$ cat src/rtl/fetch_prefetch_stage_pkg.sv
// Shared definitions for the instruction-fetch prefetch front end.
//   NOP_INST          : bubble instruction presented when nothing is buffered
//   RESET_PC_DEFAULT  : default first fetch address after reset
//   fetch_entry_t     : one buffered fetch, {pc4, inst}
//   word_align()      : clears the byte-offset bits of an address
package fetch_prefetch_stage_pkg;

    localparam logic [31:0] NOP_INST         = 32'h0000_0000;
    localparam logic [31:0] RESET_PC_DEFAULT = 32'h0000_0000;

    typedef struct packed {
        logic [31:0] pc4;
        logic [31:0] inst;
    } fetch_entry_t;

    function automatic logic [31:0] word_align(input logic [31:0] addr);
        return {addr[31:2], 2'b00};
    endfunction

endpackage

$ cat src/rtl/fetch_prefetch_stage_fifo.sv
// prefetch_fifo: synchronous DEPTH-entry FIFO of {pc4, inst} records.
//   clk, rst_n     : clock, asynchronous active-low reset
//   push/push_data : write one entry at the tail
//   pop            : drop the head entry (caller guarantees non-empty)
//   clear          : empty the FIFO; takes priority over push and pop
//   head_data      : current head entry (meaningless while empty)
//   count/full/empty : occupancy status
module prefetch_fifo
    import fetch_prefetch_stage_pkg::*;
#(
    parameter int DEPTH = 4,
    localparam int AW = $clog2(DEPTH)
) (
    input  logic         clk,
    input  logic         rst_n,
    input  logic         push,
    input  fetch_entry_t push_data,
    input  logic         pop,
    input  logic         clear,
    output fetch_entry_t head_data,
    output logic [AW:0]  count,
    output logic         full,
    output logic         empty
);

    fetch_entry_t mem [DEPTH];
    logic [AW-1:0] wr_ptr;
    logic [AW-1:0] rd_ptr;

    // DEPTH is a power of two, so the pointers wrap on their own.
    always_ff @(posedge clk or negedge rst_n) begin
        if (!rst_n) begin
            wr_ptr <= '0;
            rd_ptr <= '0;
            count  <= '0;
        end else if (clear) begin
            wr_ptr <= '0;
            rd_ptr <= '0;
            count  <= '0;
        end else begin
            if (push) wr_ptr <= wr_ptr + AW'(1);
            if (pop)  rd_ptr <= rd_ptr + AW'(1);
            case ({push, pop})
                2'b10:   count <= count + (AW+1)'(1);
                2'b01:   count <= count - (AW+1)'(1);
                default: count <= count;
            endcase
        end
    end

    // Storage carries data only; validity is tracked by count.
    always_ff @(posedge clk) begin
        if (push && !clear) mem[wr_ptr] <= push_data;
    end

    assign head_data = mem[rd_ptr];
    assign full      = (count == (AW+1)'(DEPTH));
    assign empty     = (count == '0);

endmodule

$ cat src/rtl/fetch_prefetch_stage.sv
// fetch_prefetch_stage: instruction-fetch front end ahead of IF/ID.
// Issues sequential word fetches (one outstanding at most), buffers the
// returned words tagged with PC+4, and presents the head to IF/ID.
//   clk, rst            : clock, asynchronous active-low reset
//   freeze              : hazard stall, head is held
//   br_taken/br_target  : flush and redirect fetch to br_target (word aligned)
//   imem_req/imem_addr  : fetch request and word address
//   imem_ack            : memory accepts the request this cycle
//   imem_rvalid/rdata   : read data return, later than the accepting cycle
//   PC/instruction      : head entry (PC+4 convention), zero when empty
//   inst_valid          : FIFO non-empty
module fetch_prefetch_stage
    import fetch_prefetch_stage_pkg::*;
#(
    parameter int          DEPTH    = 4,
    parameter logic [31:0] RESET_PC = RESET_PC_DEFAULT
) (
    input  logic        clk,
    input  logic        rst,
    input  logic        freeze,
    input  logic        br_taken,
    input  logic [31:0] br_target,
    output logic        imem_req,
    output logic [31:0] imem_addr,
    input  logic        imem_ack,
    input  logic        imem_rvalid,
    input  logic [31:0] imem_rdata,
    output logic [31:0] PC,
    output logic [31:0] instruction,
    output logic        inst_valid
);

    localparam int CW = $clog2(DEPTH) + 1;

    logic [31:0]   fetch_pc;
    logic [31:0]   rec_pc4;
    logic          outstanding;
    logic          discard;

    logic          push;
    logic          pop;
    logic          completion;
    logic          outstanding_after;
    logic          accept;
    logic [CW:0]   occ_next;

    fetch_entry_t  push_data;
    fetch_entry_t  head_data;
    logic [CW-1:0] count;
    logic          full;
    logic          empty;

    assign pop               = !empty && !freeze && !br_taken;
    assign completion        = outstanding && imem_rvalid;
    assign push              = completion && !discard && !br_taken;
    assign outstanding_after = outstanding && !imem_rvalid;

    // Slots committed after this cycle: entries left after the pop plus the
    // in-flight request. A returning word lands in the slot its request held,
    // so streaming at one word per cycle works with a single-cycle memory.
    assign occ_next = {1'b0, count} - (CW+1)'(pop) + (CW+1)'(outstanding);

    // rst gating keeps the request low while the block is held in reset.
    assign imem_req  = rst && !br_taken && !outstanding_after
                       && (occ_next < (CW+1)'(DEPTH));
    assign imem_addr = fetch_pc;
    assign accept    = imem_req && imem_ack;

    always_ff @(posedge clk or negedge rst) begin
        if (!rst) begin
            fetch_pc    <= RESET_PC;
            outstanding <= 1'b0;
            discard     <= 1'b0;
        end else if (br_taken) begin
            // Anything still in flight after a redirect is wrong-path.
            fetch_pc    <= word_align(br_target);
            outstanding <= outstanding_after || accept;
            discard     <= outstanding_after || accept;
        end else if (accept) begin
            fetch_pc    <= fetch_pc + 32'd4;
            outstanding <= 1'b1;
            discard     <= 1'b0;
        end else if (completion) begin
            outstanding <= 1'b0;
            discard     <= 1'b0;
        end
    end

    always_ff @(posedge clk) begin
        if (accept) rec_pc4 <= fetch_pc + 32'd4;
    end

    assign push_data = '{pc4: rec_pc4, inst: imem_rdata};

    prefetch_fifo #(
        .DEPTH (DEPTH)
    ) u_fifo (
        .clk       (clk),
        .rst_n     (rst),
        .push      (push),
        .push_data (push_data),
        .pop       (pop),
        .clear     (br_taken),
        .head_data (head_data),
        .count     (count),
        .full      (full),
        .empty     (empty)
    );

    assign inst_valid  = !empty;
    assign PC          = empty ? 32'h0    : head_data.pc4;
    assign instruction = empty ? NOP_INST : head_data.inst;

    // The request/space accounting should make overflow impossible.
    a_no_overflow: assert property (@(posedge clk) disable iff (!rst)
                                    !(push && full && !pop));

endmodule

$ cat config.mk
export PLATFORM = sky130hd
export DESIGN_NAME = fetch_prefetch_stage
export DESIGN_NICKNAME = d
export VERILOG_FILES = /design/src/rtl/fetch_prefetch_stage_pkg.sv /design/src/rtl/fetch_prefetch_stage_fifo.sv /design/src/rtl/fetch_prefetch_stage.sv
export SDC_FILE = /design/constraint.sdc
export NUM_CORES = 1
export LEC_CHECK = 0
export BUFFER_PORTS_ARGS = -buffer_cell sky130_fd_sc_hd__buf_4
export CAP_MARGIN = 20
export CORE_ASPECT_RATIO = 0.7
export CORE_MARGIN = 2
export CORE_UTILIZATION = 51
export CTS_BUF_LIST = sky130_fd_sc_hd__clkbuf_2
export DETAILED_ROUTE_END_ITERATION = 6
export PLACE_DENSITY = 0.83
export SYNTH_ARGS = -nofsm -noshare
export SYNTH_HDL_FRONTEND = slang
export SYNTH_SLANG_ARGS = --single-unit
$ cat constraint.sdc
create_clock -name clk -period 5.1 [get_ports clk]
set_input_delay 0.255 -clock clk [delete_from_list [all_inputs] [get_ports clk]]
set_output_delay 0.255 -clock clk [all_outputs]
set_load 0.005 [all_outputs]
==> results <==
- Detailed routing placed a total of 13.0 mm of wire on met2.
- The die outline height is between 100 and 150 um.
- Sorting the synthesized cells by area gives the leading types as sky130_fd_sc_hd__edfxtp_1 (64%), sky130_fd_sc_hd__mux4_2 (11%), sky130_fd_sc_hd__dfrtp_1 (7.5%).
- For this run the aggregate overflow at the end of global routing stands at 0.
- After floorplanning, the core was sized to cover approximately 25000 um2.
- Headroom to the max-slew limit came out at 31.4%.
- The start point of the worst min-delay path is imem_rdata[24].
- For flop-to-flop paths, the worst setup slack is 1.84 ns.
- The number of input and output port buffers inserted is about 160.
- The async set-reset flop share out of synthesis is 12.3%.
- The reported leakage power is 5.76 nW.
- The total negative setup slack is 0 ns.
- In this run, post-CTS repair resized a total of 0 instances.
- The power per cell area is 420 nW/um2.
- The number of enable-type register cells in the synthesized netlist is 278.
- Detailed placement finished with a half-perimeter wire length of 16.2 mm.
- The H-tree was split into 3 levels.
- Walking the worst path, the cells encountered are buf_4, mux4_2, nor2b_1, buf_4.
- The max-capacitance violation count is 0.
- Setup repair after global routing left no endpoint under its margin.
- The terminating pin of the worst hold path is u_fifo.mem[0][24].
- The worst setup path is of the flip-flop to output port kind.
- Dividing the final minimum period by the clock period gives a little over two thirds.
- The remaining number of nets flagged by the antenna check after routing is 0.
- The worst setup path is captured at an output port.
- The number of buffers and inverters on the critical path is 2.
- Relative to the synthesized area, the layout overhead comes to 24.2%.
- After layout, the worst setup slack is around 1.5 ns.
- The number of storage elements in the synthesis netlist is 317.
- The core occupancy in the finished layout is 65.2%.
- After layout, the minimum clock period comes to 3.59 ns.
- The worst setup path is launched from a flip-flop.
- The clock reaches the later pin of the worst-skew pair after 0.86 ns.
- The initial antenna violation count is 0.
- Among the stages of the critical path, the cell type that occurs most often is sky130_fd_sc_hd__buf_4.
- The transition at the pin with the smallest max-transition slack is a little over 1 ns.
- The worst slack at placement is 1.82 ns.
- The routed metal-1 wire length is 12.7 mm.
- The worst-case clock buffer depth is 3.
- In this run the horizontal extent of the chip is 195 um.
- The final wirelength is 28.8 mm.
- Across the routed clock network, the largest skew measured is 0.0649 ns.
- The global-route wire length before repair is approximately 44 mm.
- The delay contributed by the slowest stage of the critical path is 1.09 ns.
- The worst path arrival time is approximately 3.3 ns.
- Summed over all nets, wire length on met3 after detailed routing comes to 2.53 mm.
- The worst supply voltage drop on vdd is 0.000321 V.
- The final layout contains between 1k and 1.5k nets.
- Once placement completed, the tool counted placed cells totaling 1203.
- Of all cell types, the one taking the most synthesized area is sky130_fd_sc_hd__edfxtp_1.
- Clock tree synthesis inserted a total of between 70 and 80 buffers.
- In the layout the commonest cells are sky130_fd_sc_hd__edfxtp_1 (278), sky130_fd_sc_hd__buf_4 (168), sky130_fd_sc_hd__clkbuf_2 (113), sky130_fd_sc_hd__dlygate4sd3_1 (88).
- The via count of the routed design is 7777.
- In the synthesized netlist the dominant register cell turns out to be sky130_fd_sc_hd__edfxtp_1.
- The area fraction of the dominant cell type after synthesis is 64.0%.
- The cell count of the worst hold path is 2.
- The floorplan step defined a die boundary enclosing 26900 um2.
- The effective utilization at floorplan is 52.5%.
- The synthesized instance count is 750.
- For this design the top-level I/O count stands at 168.
- The count of filler cells inserted in the layout is 1748.
- The number of pins with negative max-slew slack in the final report came to 0.
- The post-place instance area is between 10000 and 15000 um2.
- A synthesized cell averages 17.4 um2.
- For this run, the register share of the synthesized area comes to 71.5%.
- The share of layout cells above drive strength 1 is 34.2%.
- The iteration-0 DRC count of the detailed router is 543.
- Routability-driven placement finished with a final weighted congestion of 0.884.
- In this run the worst hold path is classified as input pin to flip-flop.
- The hold violation total from the final report came to 0.
- Clock-pin slew was measured on the worst setup and hold paths at 0.11 ns.
- The mapped netlist covers 13000 um2.
- The number of cells on the worst reg-to-reg path is 11.
- Row generation in the floorplan step produced 48 rows.
- The per-cell via count in the routed design is 5.47.
- Once layout is complete, the cells apart from fillers number 1421.
- The via count of the first global-routing pass is between 7k and 8k.
- The startpoint of the lowest-slack register-to-register path is u_fifo.count[0].
- In this run, distinct cell masters in the synthesized netlist total between 40 and 50.
- The uppermost metal layer occupied by signal nets is met4.
- For the worst setup path, the data required time is 4.85 ns.
- After detailed routing, the average wire length per cell comes to slightly above 20 um.
- The CTS sink count is 317.
- The root buffer cell is sky130_fd_sc_hd__clkbuf_2.
- The largest fanout of any net on the critical path is 47.
- After routing the design area is 16200 um2.
- The global-route usage over all layers is 22.2%.
- TritonCTS built the clock tree.
- The Yosys warning count is 0.
- The number of remaining DRC errors is 0.
- The flow ran to the end, and the final reports show no timing, DRC or antenna violations.
- The largest net degree at the start of global routing is 67.
- Among all stages on the critical path, the largest delay is contributed by sky130_fd_sc_hd__dfrtp_4.
- The dominant delay contributor by cell family on the critical path is flip-flops.
- The first-pass iteration count of the detailed router is 5.
- Setup violations remaining at the end of the flow were counted as 0.
- The commonest non-fill, non-tap cell in the layout is sky130_fd_sc_hd__edfxtp_1.
- The top achievable clock speed is 278 MHz.
- The endpoint of the lowest-slack register-to-register path is imem_addr[30].
## metal layers
metal	GRT usage, %	up-vias
met5	0	-
met2	33.3	374
met1	31.9	3826
li1	-	3530
met4	7.55	0
met3	6.02	47
## synth_stat cells (2+ instances only)
master and count:
sky130_fd_sc_hd__edfxtp_1 278, sky130_fd_sc_hd__mux4_2 62, sky130_fd_sc_hd__nor2b_1 62, sky130_fd_sc_hd__dfrtp_1 39
sky130_fd_sc_hd__nor2_1 34, sky130_fd_sc_hd__xnor2_1 31, sky130_fd_sc_hd__clkbuf_1 30, sky130_fd_sc_hd__nand2_1 24
sky130_fd_sc_hd__o21ai_0 20, sky130_fd_sc_hd__xor2_1 15, sky130_fd_sc_hd__a31oi_1 14, sky130_fd_sc_hd__inv_1 12
sky130_fd_sc_hd__o211ai_1 12, sky130_fd_sc_hd__or3_1 12, sky130_fd_sc_hd__nand3_1 11, sky130_fd_sc_hd__and3_1 9
sky130_fd_sc_hd__buf_2 9, sky130_fd_sc_hd__nand4_1 9, sky130_fd_sc_hd__ha_1 8, sky130_fd_sc_hd__nor3_1 7
sky130_fd_sc_hd__a21oi_1 4, sky130_fd_sc_hd__buf_4 4, sky130_fd_sc_hd__mux2_2 4, sky130_fd_sc_hd__nand2b_1 4
sky130_fd_sc_hd__or4_1 4, sky130_fd_sc_hd__nor4_1 3, sky130_fd_sc_hd__nor4_2 3, sky130_fd_sc_hd__mux2i_1 2
sky130_fd_sc_hd__nand3b_1 2, sky130_fd_sc_hd__nand4_2 2, sky130_fd_sc_hd__o21a_1 2, sky130_fd_sc_hd__o21ai_1 2
sky130_fd_sc_hd__o31a_1 2, sky130_fd_sc_hd__o31ai_1 2
## registers in the layout (all words and copies together), names as in the netlist
| signal | count |
|---|---|
| discard | 1 |
| imem_addr | 30 |
| outstanding | 1 |
| rec_pc4 | 30 |
| u_fifo.count | 3 |
| u_fifo.mem | 248 |
| u_fifo.rd_ptr | 2 |
| u_fifo.wr_ptr | 2 |
## cell families after synthesis
kind of cell / count (synthesis) / share of synthesized area, %
AOI/OAI and AO/OA: 60 / 2.85
buffers and inverters: 56 / 1.81
other: 1 / 0.0288
adders and majority gates: 9 / 0.921
DFF: 317 / 71.5
and+or+nand+nor: 193 / 8.60
muxes: 68 / 11.2
xor gates and xnor gates: 46 / 3.09
## worst max-delay path by stage
stage	depth (start not counted)	start	endpoint	slack, ns
finish	4	u_fifo.rd_ptr[0]	instruction[10]	1.51
global route	4	u_fifo.rd_ptr[0]	instruction[6]	1.17
CTS	4	u_fifo.rd_ptr[0]	instruction[15]	1.29
global placement	11	br_taken	rec_pc4[20]	1.88
floorplan	12	u_fifo.count[0]	rec_pc4[10]	1.09
detailed placement	11	br_taken	rec_pc4[20]	1.82
## repair_timing
action / CTS / global route
buffers inserted: 0 / 0
hold buffers: 89 / 0
setup endpoints to repair: 0 / 0
endpoints found under the hold margin: 206 / 0
## area by class of cell
type / count / area, um2 / share of cell area (%)
sequential: 317 / 9330 / 57.6
multi-input combinational: 380 / 3520 / 21.7
timing repair buffer: 257 / 2160 / 13.3
clock buffer: 113 / 566 / 3.49
tap: 325 / 407 / 2.51
clock inverter: 15 / 164 / 1.01
inverter: 13 / 48.8 / 0.301
antenna: 1 / 2.50 / 0.0154
## report_power, final
group,internal (mW),switching [mW],leakage (nW)
clock network,0.782,0.969,0.553
registers,2.96,0.223,2.97
logic,1.00,0.871,2.24
## through the flow
step / total power, mW / hold slack, ns
CTS: 6.89 / 0.0342
detailed placement: 5.07 / 0.283
floorplan: 4.18 / -0.0406
global route: 7.20 / 0.0625
finish: 6.81 / 0.143
global placement: 5.04 / 0.277
(Power assumes the default switching activity.)
